### src/rtl/ex_pkg.sv
// ex_pkg: shared constants for the LEGv8 execute-stage hazard controller.
package ex_pkg;
  localparam logic [1:0] FWD_REG   = 2'b00;
  localparam logic [1:0] FWD_EXMEM = 2'b10;
  localparam logic [1:0] FWD_MEMWB = 2'b01;
  localparam logic [1:0] ALUOP_LDST  = 2'b00;
  localparam logic [1:0] ALUOP_CBZ   = 2'b01;
  localparam logic [1:0] ALUOP_RTYPE = 2'b10;
  localparam int ZERO_REG = 31;
endpackage

### src/rtl/ex_fwd_select.sv
// ex_fwd_select: operand-mux select for one source register; the EX/MEM producer beats MEM/WB.
module ex_fwd_select import ex_pkg::*; #(
  parameter int REG_AW = 5,
  parameter logic [REG_AW-1:0] ZR = REG_AW'(ZERO_REG)
) (
  input  logic              en_i,
  input  logic [REG_AW-1:0] src_i,
  input  logic              ex_valid_i,
  input  logic              ex_reg_write_i,
  input  logic [REG_AW-1:0] ex_rd_i,
  input  logic              mem_valid_i,
  input  logic              mem_reg_write_i,
  input  logic [REG_AW-1:0] mem_rd_i,
  output logic [1:0]        sel_o
);
  logic ex_hit, mem_hit;
  always_comb begin
    ex_hit  = ex_valid_i & ex_reg_write_i & (ex_rd_i != ZR) & (ex_rd_i == src_i);
    mem_hit = mem_valid_i & mem_reg_write_i & (mem_rd_i != ZR) & (mem_rd_i == src_i);
    sel_o   = !en_i ? FWD_REG : ex_hit ? FWD_EXMEM : mem_hit ? FWD_MEMWB : FWD_REG;
  end
endmodule

### src/rtl/ex_hazard_ctrl.sv
// ex_hazard_ctrl: ID/EX control register, forwarding selects, load-use stall and branch flush.
module ex_hazard_ctrl import ex_pkg::*; #(
  parameter int REG_AW   = 5,
  parameter int ZERO_REG = ex_pkg::ZERO_REG,
  parameter int CNT_W    = 16
) (
  input  logic              clk,
  input  logic              reset,
  input  logic              id_valid,
  input  logic [REG_AW-1:0] id_rn,
  input  logic [REG_AW-1:0] id_rm,
  input  logic [REG_AW-1:0] id_rd,
  input  logic              id_uses_rm,
  input  logic              id_reg_write,
  input  logic              id_mem_read,
  input  logic              id_mem_write,
  input  logic              id_alu_src,
  input  logic [1:0]        id_alu_op,
  input  logic              id_cbz,
  input  logic              id_uncond,
  input  logic              ex_zero,
  output logic              ex_alu_src,
  output logic [1:0]        ex_alu_op,
  output logic              ex_valid,
  output logic [1:0]        fwd_a,
  output logic [1:0]        fwd_b,
  output logic              pc_write,
  output logic              ifid_write,
  output logic              ifid_flush,
  output logic              pc_src,
  output logic [CNT_W-1:0]  stall_cnt,
  output logic [CNT_W-1:0]  flush_cnt
);
  localparam logic [REG_AW-1:0] ZR = REG_AW'(ZERO_REG);
  logic              ex_valid_q, ex_alu_src_q, ex_reg_write_q, ex_mem_read_q, ex_mem_write_q;
  logic              ex_cbz_q, ex_uncond_q;
  logic [1:0]        ex_alu_op_q, fwd_a_q, fwd_b_q, fwd_a_d, fwd_b_d;
  logic [REG_AW-1:0] ex_rd_q, mem_rd_q, wb_rd_q;
  logic              mem_valid_q, mem_reg_write_q, mem_mem_read_q;
  logic              wb_valid_q, wb_reg_write_q;
  logic [CNT_W-1:0]  stall_cnt_q, flush_cnt_q, stall_cnt_d, flush_cnt_d;
  logic              taken, load_use, bubble;
  logic              unused_obs;
  always_comb begin
    taken       = ex_valid_q & (ex_uncond_q | (ex_cbz_q & ex_zero));
    load_use    = id_valid & ex_valid_q & ex_mem_read_q & (ex_rd_q != ZR) &
                  ((id_rn == ex_rd_q) | (id_uses_rm & (id_rm == ex_rd_q)));
    bubble      = ~id_valid | taken | load_use;
    stall_cnt_d = stall_cnt_q + CNT_W'(load_use & ~taken & ~&stall_cnt_q);
    flush_cnt_d = flush_cnt_q + CNT_W'(taken & ~&flush_cnt_q);
  end
  ex_fwd_select #(.REG_AW(REG_AW), .ZR(ZR)) u_fwd_a (
    .en_i(id_valid), .src_i(id_rn),
    .ex_valid_i(ex_valid_q), .ex_reg_write_i(ex_reg_write_q), .ex_rd_i(ex_rd_q),
    .mem_valid_i(mem_valid_q), .mem_reg_write_i(mem_reg_write_q), .mem_rd_i(mem_rd_q),
    .sel_o(fwd_a_d)
  );
  ex_fwd_select #(.REG_AW(REG_AW), .ZR(ZR)) u_fwd_b (
    .en_i(id_valid & id_uses_rm), .src_i(id_rm),
    .ex_valid_i(ex_valid_q), .ex_reg_write_i(ex_reg_write_q), .ex_rd_i(ex_rd_q),
    .mem_valid_i(mem_valid_q), .mem_reg_write_i(mem_reg_write_q), .mem_rd_i(mem_rd_q),
    .sel_o(fwd_b_d)
  );
  always_ff @(posedge clk or posedge reset) begin
    if (reset) begin
      ex_valid_q      <= 1'b0;
      ex_alu_src_q    <= 1'b0;
      ex_alu_op_q     <= ALUOP_LDST;
      ex_rd_q         <= '0;
      ex_reg_write_q  <= 1'b0;
      ex_mem_read_q   <= 1'b0;
      ex_mem_write_q  <= 1'b0;
      ex_cbz_q        <= 1'b0;
      ex_uncond_q     <= 1'b0;
      fwd_a_q         <= FWD_REG;
      fwd_b_q         <= FWD_REG;
      mem_valid_q     <= 1'b0;
      mem_rd_q        <= '0;
      mem_reg_write_q <= 1'b0;
      mem_mem_read_q  <= 1'b0;
      wb_valid_q      <= 1'b0;
      wb_rd_q         <= '0;
      wb_reg_write_q  <= 1'b0;
      stall_cnt_q     <= '0;
      flush_cnt_q     <= '0;
    end else begin
      wb_valid_q      <= mem_valid_q;
      wb_rd_q         <= mem_rd_q;
      wb_reg_write_q  <= mem_reg_write_q;
      mem_valid_q     <= ex_valid_q;
      mem_rd_q        <= ex_rd_q;
      mem_reg_write_q <= ex_reg_write_q;
      mem_mem_read_q  <= ex_mem_read_q;
      ex_valid_q      <= ~bubble;
      ex_alu_src_q    <= ~bubble & id_alu_src;
      ex_alu_op_q     <= bubble ? ALUOP_LDST : id_alu_op;
      ex_rd_q         <= bubble ? '0 : id_rd;
      ex_reg_write_q  <= ~bubble & id_reg_write;
      ex_mem_read_q   <= ~bubble & id_mem_read;
      ex_mem_write_q  <= ~bubble & id_mem_write;
      ex_cbz_q        <= ~bubble & id_cbz;
      ex_uncond_q     <= ~bubble & id_uncond;
      fwd_a_q         <= bubble ? FWD_REG : fwd_a_d;
      fwd_b_q         <= bubble ? FWD_REG : fwd_b_d;
      stall_cnt_q     <= stall_cnt_d;
      flush_cnt_q     <= flush_cnt_d;
    end
  end
  // MEM/WB state and the store bit are tracked for observability only.
  assign unused_obs = ^{wb_valid_q, wb_rd_q, wb_reg_write_q, mem_mem_read_q, ex_mem_write_q};
  assign ex_valid   = ex_valid_q;
  assign ex_alu_src = ex_alu_src_q;
  assign ex_alu_op  = ex_alu_op_q;
  assign fwd_a      = fwd_a_q;
  assign fwd_b      = fwd_b_q;
  assign pc_write   = ~load_use | taken;
  assign ifid_write = ~load_use | taken;
  assign ifid_flush = taken;
  assign pc_src     = taken;
  assign stall_cnt  = stall_cnt_q;
  assign flush_cnt  = flush_cnt_q;
endmodule

### config.mk
export PLATFORM = sky130hd
export DESIGN_NAME = ex_hazard_ctrl
export DESIGN_NICKNAME = d
export VERILOG_FILES = /design/src/rtl/ex_pkg.sv /design/src/rtl/ex_fwd_select.sv /design/src/rtl/ex_hazard_ctrl.sv
export SDC_FILE = /design/constraint.sdc
export NUM_CORES = 1
export LEC_CHECK = 0
export ABC_AREA = 1
export BUFFER_PORTS_ARGS = -buffer_cell sky130_fd_sc_hd__buf_4
export CAP_MARGIN = 0
export CORE_MARGIN = 2
export CORE_UTILIZATION = 35
export CTS_BUF_LIST = sky130_fd_sc_hd__clkbuf_4 sky130_fd_sc_hd__clkbuf_8
export DETAILED_ROUTE_END_ITERATION = 16
export PLACE_DENSITY_LB_ADDON = 0.12
export REMOVE_ABC_BUFFERS = 1
export SLEW_MARGIN = 20
export SYNTH_ARGS = -nofsm -noshare
export SYNTH_HDL_FRONTEND = slang
export SYNTH_HIERARCHICAL = 1
export SYNTH_SLANG_ARGS = --single-unit
### constraint.sdc
create_clock -name clk -period 4.49 [get_ports clk]
set_input_delay 1.347 -clock clk [delete_from_list [all_inputs] [get_ports clk]]
set_output_delay 1.347 -clock clk [all_outputs]
set_load 0.02 [all_outputs]
; Yosys cells after proc, flatten, opt, wreduce, memory -nomap -nowiden
; Cells that the tools add are included.
[classes]
add_sub_neg = 2
n_eq_ne = 8
muxes = 10
n_bitwise = 33
reduce_logical = 4
[ops]
columns = cell, count
row1 = 16-bit AND reduction, 2
row2 = 5-bit == test, 6
row3 = 1-bit AND, 22
row4 = 16-bit by 1-bit adder with 16-bit output, 1
row5 = 16-bit adder, 1
row6 = 1-bit by 16-bit AND with 16-bit output, 1
row7 = 16-bit by 1-bit AND with 16-bit output, 1
row8 = 1-bit inverter with 16-bit output, 1
row9 = 2-bit 2-to-1 mux, 7
row10 = 5-bit inequality test (second input constant), 2
row11 = 5-bit 2-to-1 mux, 1
row12 = 1-bit OR, 5
row13 = 1-bit inverter, 3
row14 = 1-bit logical NOT, 2
row15 = 1-bit 2-to-1 mux, 2
[totals]
regBits = 56
in_bits = 28
output_inout_bits = 44
elab_cells = 72

; Longest topological paths before layout
; Gate-level depths: netlist (run 1).
[depth]
depth_word = 7
ltp_mapped = 17
mapped_depth_nobuf = 17

; Modules after synthesis
; The synthesis (run 1) kept the hierarchy.
[by_module_without_submodules]
columns = module, instances, cells_each, area_each_um2, seq_area_each_um2
row1 = ex_hazard_ctrl, 1, 268, 2553.7, 1401.3
row2 = ex_fwd_select, 2, 53, 225.2, 0.0

; Worst setup path before layout (run 1)
; No wires, ideal clock.
[synth_timing]
kind = input to output
start = input id_rm[0]
end = output pc_write
t_arrival_ns = 2.159
required_ns = 3.143
path_slack_ns = 0.984
cell_stages = 8
path_buffers = 1
cell_sequence = inv_1 nand2_1 nand2_1 nor2_1 nand3_1 nand2_1 nand3_1 buf_4
[synth_via]
elab_chain_cells = 6
[synth_rtl]
columns = item, line
row1 = start: declaration, ex_hazard_ctrl.sv:11  ; input logic [REG_AW-1:0] id_rm,
row2 = 5-bit == test, ex_hazard_ctrl.sv:47  ; ((id_rn == ex_rd_q) | (id_uses_rm & (id_rm == ex_rd_q)));
row3 = 1-bit AND, ex_hazard_ctrl.sv:47
row4 = 1-bit OR, ex_hazard_ctrl.sv:47
row5 = 1-bit AND, ex_hazard_ctrl.sv:46  ; load_use = id_valid & ex_valid_q & ex_mem_read_q & (ex_rd_q != ZR) &
row6 = 1-bit inverter, n/a
row7 = 1-bit OR, n/a
row8 = end: declaration, ex_hazard_ctrl.sv:27  ; output logic pc_write,
; No other way between the ends.

; Worst setup path after layout (run 1)
[layout_timing]
start = input id_rm[3]
end = output ifid_write
[layout_via]
elab_chain_cells = 6
[layout_rtl]
columns = item, line
row1 = 5-bit == test, ex_hazard_ctrl.sv:47
row2 = 1-bit AND, ex_hazard_ctrl.sv:47
row3 = 1-bit OR, ex_hazard_ctrl.sv:47
row4 = 1-bit AND, ex_hazard_ctrl.sv:46
row5 = 1-bit inverter, ex_hazard_ctrl.sv:117  ; assign ifid_write = ~load_use | taken;
row6 = 1-bit OR, ex_hazard_ctrl.sv:117
row7 = end: declaration, ex_hazard_ctrl.sv:28  ; output logic ifid_write,
; No other way between the ends.

==> impl_metrics.yaml, run 1 <==
logic_synthesis:
  synth_top_area_share_pct: 46.65
  yosys_register_bits: 56
  ys_types: 26
  synth_edf_count: 0
  yosys-top-cells-area: "dfrtp_1 (47%), nand2_1 (12%), inv_1 (7.6%)"
  synth_commonest_cells: "nand2_1 (95), inv_1 (61), dfrtp_1 (56)"
  synth_ff_type: "dfrtp_1"
  synthArstFlopShare_pct: 100.0
  syn_inst: 374
  synth.most_common_cell: "nand2_1"
  synth-seq-area-share_pct: 46.65
  yosys_warnings: 6
  avgSynthCellArea_um2: 8.032
  netlist.top_cell.by_area: "dfrtp_1"
  synthesis.area_um2: 3004
hold_path:
  worstHoldEndpoint: "mem_reg_write_q$_DFF_PP0_"
  hold_class: "register to register"
  min_path_cells: 0
  min-delay-start: "ex_reg_write_q$_DFF_PP0_"
placed_design:
  dp_hpwl_mm: 4.936
  dp_slack_ns: 0.8585
  gp_congestion: 0.8237
  io_buffers: 70
  dp_cells: 547
die:
  core_um2: 8258
  fp.dieArea_um2: 9340
  ios: 72
  std_cell_rows: 33
  die_w_um: 96.65
  start_util_pct: 36.38
  die-height_um: 96.65
grt:
  grt_pass1_wl_mm: 11.12
  grt_max_degree: 39
  overflow: 0
  antenna_found_initial: 0
  track_usage_pct: 14.25
  grt_pass1_vias: 2336
sta:
  slew_headroom_pct: 47.07
  worstMarginPinSlew_ns: 0.7928
  worst_slack_ns: 0.8869
  period_needed_ns: 3.603
  max_freq_mhz: 277.5
  fin_skew_ns: 0.01530
  setup_tns_ns: 0
  rsz0062_at_grt: "false"
  period_share_pct: 80.25
  setup_viol: 0
  slew_viol_final: 0
  hold_viol: 0
  whs_ns: 0.4437
pwr:
  p_leak_nw: 2.051
  power_density_nw_per_um2: 284.2
  p_total_w: 0.001058
  ir_worst_vdd_mv: 0.2167
cts:
  postCtsHoldBufs: 0
  cts_root_buf: "clkbuf_8"
  cts_tree: "yes"
  postCtsSetupBuffers: 0
  htreeDepth: 2
  path_clk_slew_ns: 0.09
  cts.sinks: 56
  cts_resized: 0
  clk_path_buf_depth: 2
  cts_buffers: 5
  clock_latency_ns: 0.30
setup_path:
  worstSetupPathType: "input pin to output pin"
  r2r_slack_ns: 1.90
  worstReg2RegEnd: "stall_cnt[14]$_DFF_PP0_"
  crit_arrival_ns: 2.26
  r2r-start: "ex_rd_q[3]$_DFF_PP0_"
  critPathMaxFanout: 6
  critPathCaptureType: "output pin"
  required_ns: 3.14
  rr_worst_depth: 17
  critPathLaunchType: "input pin"
route:
  drt_iter0_drc: 74
  ant_nets: 0
  drc: 0
  routed_wl_mm: 6.545
  vias: 2433
  via_per_inst: 4.384
  drt_first_pass_iters: 4
  avgRoutedWirePerCell_um: 11.79
finish:
  diodes: 0
  layout.nets: 481
  nFillCells: 867
  syn_to_final_growth_pct: 23.95
  drive_above_1_share_pct: 27.11
  stdcell_count: 555
flow_run:
  cap_violations: 0
outcome:
  status: "finished clean"
==> sequential cells by signal, indices dropped and copies added (netlist names) <==
signal           cells
mem_rd_q             5
ex_valid             1
ex_mem_read_q        1
ex_rd_q              5
ex_alu_op            2
flush_cnt           16
fwd_a                2
fwd_b                2
stall_cnt           16
ex_uncond_q          1
ex_cbz_q             1
ex_alu_src           1
mem_reg_write_q      1
mem_valid_q          1
ex_reg_write_q       1
==> where the power goes <==
part	switching (W)	internal, W	leakage [nW]
clock network	0.000166	0.000118	0.0490
logic	0.000109	0.0000812	1.26
registers	0.0000468	0.000537	0.738
total	0.000322	0.000737	2.05
==> cells in the final DEF (no fill, tap or decap), types with 6 or more instances in the layout <==
cell type  instances
xor2_1            16
nand2_2            7
nor2_1            43
inv_1             60
buf_4             71
o21ai_1            6
nand3_1           14
dfrtp_1           56
xnor2_1           13
nand4_1            8
nand2_1           95
nor2_2            12
inv_2             12
==> per-stage QoR <==
stage | utilization [%] | cell area (um2)
2_1_floorplan | - | 2969
3_3_place_gp | 44.00 | 3633
3_5_place_dp | 44.00 | 3633
4_1_cts | 45.09 | 3724
5_1_grt | 45.09 | 3724
6_report | 45.09 | 3724
==> kinds of logic after synthesis <==
kind of cell | share of synthesized area (%)
and+or+nand+nor | 31.15
xor gates and xnor gates | 8.455
adders and majority gates | 1.666
buffers and inverters | 10.16
AOI/OAI and AO/OA | 1.916
DFF | 46.65
==> routing by layer <==
| layer | global-route usage, % | share of wire [%] | vias up |
|---|---|---|---|
| met5 | 0 | 0 | - |
| met4 | 2.709 | 0.66 | 0 |
| met3 | 2.962 | 4.0 | 4 |
| met2 | 21.74 | 45 | 55 |
| met1 | 21.12 | 50 | 1108 |
| li1 | - | - | 1266 |
==> critical path, cell delays in order <==
cell     delay, ns
buf_4         0.14
nand2_1       0.08
nand2_1       0.05
nor2_1        0.09
nand3_1       0.09
nand2_1       0.12
nand3_1       0.15
buf_4         0.20
==> cell type report <==
| type | instances | area (um2) | area share (%) |
|---|---|---|---|
| Clock buffer | 6 | 76.32 | 2.050 |
| Clock inverter | 2 | 13.76 | 0.3696 |
| Inverter | 72 | 270.3 | 7.258 |
| Multi-Input combinational cell | 243 | 1297 | 34.85 |
| Sequential cell | 56 | 1401 | 37.63 |
| Tap cell | 105 | 131.4 | 3.528 |
| Timing Repair Buffer | 71 | 533.0 | 14.31 |
==> how the worst max path moves through the flow <==
stage | slack [ns] | from | cells after the start | to
global route | 0.76 | id_rm[4] | 9 | ifid_write
finish | 0.89 | id_rm[3] | 8 | ifid_write
CTS | 0.86 | id_rn[3] | 9 | pc_write
detailed placement | 0.86 | id_rn[3] | 9 | pc_write
global placement | 0.87 | id_rn[4] | 9 | pc_write
floorplan | 1.11 | id_rm[0] | 7 | ifid_write
Power figures use the tool's default switching activity.
==> inputs of run 2 (changes only) <==
--- a/config.mk
+++ b/config.mk
@@ -5,7 +5,7 @@
 export SDC_FILE = /design/constraint.sdc
 export NUM_CORES = 1
 export LEC_CHECK = 0
-export ABC_AREA = 1
+export ABC_AREA = 0
 export BUFFER_PORTS_ARGS = -buffer_cell sky130_fd_sc_hd__buf_4
 export CAP_MARGIN = 0
 export CORE_MARGIN = 2
==> constraint.sdc (replaced) <==
create_clock -name clk -period 3.1 [get_ports clk]
set_input_delay 0.93 -clock clk [delete_from_list [all_inputs] [get_ports clk]]
set_output_delay 0.93 -clock clk [all_outputs]
set_load 0.02 [all_outputs]
==> impl_metrics.yaml, run 2 <==
route:
  ant_nets: 0
  avgRoutedWirePerCell_um: 13.50
  via_per_inst: 4.614
  drc: 0
  drt_iter0_drc: 69
  vias: 1864
  drt_first_pass_iters: 4
  routed_wl_mm: 5.456
logic_synthesis:
  synth_ff_type: "dfrtp_1"
  synthAdderAreaFrac_pct: 1.908
  netlist.top_cell.by_area: "dfrtp_1"
  synth_edf_count: 0
  synth_top_area_share_pct: 53.44
  yosys_register_bits: 56
  yosys-top-cells-area: "dfrtp_1 (53%), xnor2_1 (14%), and2_1 (4.1%)"
  synth_commonest_cells: "dfrtp_1 (56), xnor2_1 (43), nand3_1 (18)"
  synth_compound_area_share_pct: 3.865
  synth-seq-area-share_pct: 53.44
  synth.most_common_cell: "dfrtp_1"
  ys_types: 31
  yosys_warnings: 6
  synthesis.area_um2: 2623
  synth_top_family_by_area: "simple AND/OR/NAND/NOR gates"
  avgSynthCellArea_um2: 11.55
  syn_inst: 227
  synthSimpleGateAreaFrac_pct: 20.85
  synth-xor-area-share_pct: 18.03
  synthMuxAreaShare_pct: 0
  synthArstFlopShare_pct: 100.0
setup_path:
  crit_path_frequent_cell: "buf_4"
  cpPeakStageDelay_ns: 0.20
  critPathMaxFanout: 5
  worstSetupPathType: "input pin to output pin"
  required_ns: 2.17
  crit_chain: "buf_4, xnor2_1, nand3_1, o22ai_2, and3_1, nand2_1, buf_4"
  worstReg2RegEnd: "stall_cnt[12]$_DFF_PP0_"
  critPathLaunchType: "input pin"
  critPathSlowestCell: "o22ai_2"
  critPathCaptureType: "output pin"
  rr_worst_depth: 11
  crit_path_end: "ifid_write"
  cp-startpoint: "id_rn[4]"
  r2r_slack_ns: 0.65
  crit_arrival_ns: 2.00
  r2r-start: "ex_rd_q[4]$_DFF_PP0_"
flow_run:
  cap_violations: 0
placed_design:
  gp_congestion: 0.8849
  dp_cells: 396
  io_buffers: 70
  dp_slack_ns: 0.1100
  dp_hpwl_mm: 4.087
pwr:
  ir_worst_vdd_mv: 0.2355
  p_total_w: 0.001515
  p_leak_nw: 1.599
  power_density_nw_per_um2: 448.1
finish:
  final_common_cell: "buf_4"
  diodes: 0
  layout.nets: 336
  stdcell_count: 404
  syn_to_final_growth_pct: 28.91
  final_cell_mix: "buf_4 (73), dfrtp_1 (56), xnor2_1 (43)"
  drive_above_1_share_pct: 32.13
cts:
  postCtsSetupBuffers: 0
  postCtsHoldBufs: 0
  cts_tree: "yes"
  clock_latency_ns: 0.30
  cts_root_buf: "clkbuf_8"
  cts.sinks: 56
  htreeDepth: 2
  cts_buffers: 5
  clk_path_buf_depth: 2
  cts_resized: 0
  path_clk_slew_ns: 0.09
die:
  die-height_um: 90.56
  fp.dieArea_um2: 8201
  ios: 72
  start_util_pct: 36.16
  core_um2: 7253
  die_w_um: 90.56
  std_cell_rows: 31
grt:
  grt_pass1_wl_mm: 9.584
  overflow: 0
  use_met3_pct: 3.172
  use_met2_pct: 21.89
  grt_pass1_vias: 1891
  antenna_found_initial: 0
  top_usage_layer: "met2"
  track_usage_pct: 14.35
  grt_use_met1_pct: 20.58
  grt_max_degree: 31
sta:
  period_needed_ns: 2.929
  period_share_pct: 94.50
  setup_viol: 0
  slew_viol_final: 0
  hold_viol: 0
  worst_slack_ns: 0.1706
  worstMarginPinSlew_ns: 0.6453
  max_freq_mhz: 341.4
  setup_tns_ns: 0
  slew_headroom_pct: 56.92
  rsz0062_at_grt: "false"
  fin_skew_ns: 0.005951
outcome:
  status: "finished clean"
hold_path:
  hold_class: "register to register"
==> run 2: cell count changes in the layout (fill, tap and decap cells not counted), moves of 10 or more <==
cell	previous run	this run
and2_1	0	17
nand2_1	95	16
nor2_1	43	6
inv_2	12	1
inv_1	60	4
nor2_2	12	2
xnor2_1	13	43
==> run 2: where the power goes <==
part | internal [W] | switching, W | leakage, nW
logic | 0.000124 | 0.000131 | 0.797
clock network | 0.000191 | 0.000232 | 0.0479
registers | 0.000778 | 0.0000594 | 0.754
==> run 2: logic make-up (layout without fill, tap and decap cells) <==
family                   after synthesis  in the layout
XOR/XNOR                              54             54
buffers and inverters                  9             87
AND/OR/NAND/NOR                       93             93
adder cells (fa/ha/maj)                4              4
flip-flops                            56             56
AO/OA/AOI/OAI                         11             11
==> run 2: worst max-delay path, delay by kind of cell <==
kind / cells / cell delay, ns
and+or+nand+nor: 3 / 0.41
xor gates and xnor gates: 1 / 0.13
buffers and inverters: 2 / 0.32
AOI/OAI and AO/OA: 1 / 0.20
==> run 2: worst min path at each step <==
stage | from | to | slack, ns | cells after the start
final | ex_reg_write_q$_DFF_PP0_ | mem_reg_write_q$_DFF_PP0_ | 0.45 | 0
after floorplan | ex_reg_write_q$_DFF_PP0_ | mem_reg_write_q$_DFF_PP0_ | 0.38 | 0
after detailed placement | ex_reg_write_q$_DFF_PP0_ | mem_reg_write_q$_DFF_PP0_ | 0.44 | 0
after global routing | ex_reg_write_q$_DFF_PP0_ | mem_reg_write_q$_DFF_PP0_ | 0.49 | 0
after CTS | ex_reg_write_q$_DFF_PP0_ | mem_reg_write_q$_DFF_PP0_ | 0.47 | 0
after global placement | ex_reg_write_q$_DFF_PP0_ | mem_reg_write_q$_DFF_PP0_ | 0.43 | 0
==> run 2: cell type report <==
cell class | count | area, um2
clock buffers | 7 | 90.09
multi-input cells | 162 | 1171
fillers | 715 | 3872
clock inverters | 1 | 7.507
inverters | 5 | 18.77
well taps | 99 | 123.9
flip-flops and latches | 56 | 1401
repair buffers | 74 | 568.0
==> run 2: per-layer routing <==
layer | up-vias | routed length [um]
met3 | 4 | 251
met1 | 884 | 2625
met2 | 48 | 2530
met5 | - | 0
met4 | 0 | 48
li1 | 928 | -
==> run 2: through the flow <==
step | util (%) | cell area (um2) | hold WS [ns]
finish | 46.61 | 3381 | 0.4512
global route | 46.61 | 3381 | 0.4874
CTS | 46.61 | 3381 | 0.4677
detailed placement | 45.26 | 3283 | 0.4446
global placement | 45.26 | 3283 | 0.4345
floorplan | - | 2591 | 0.3752
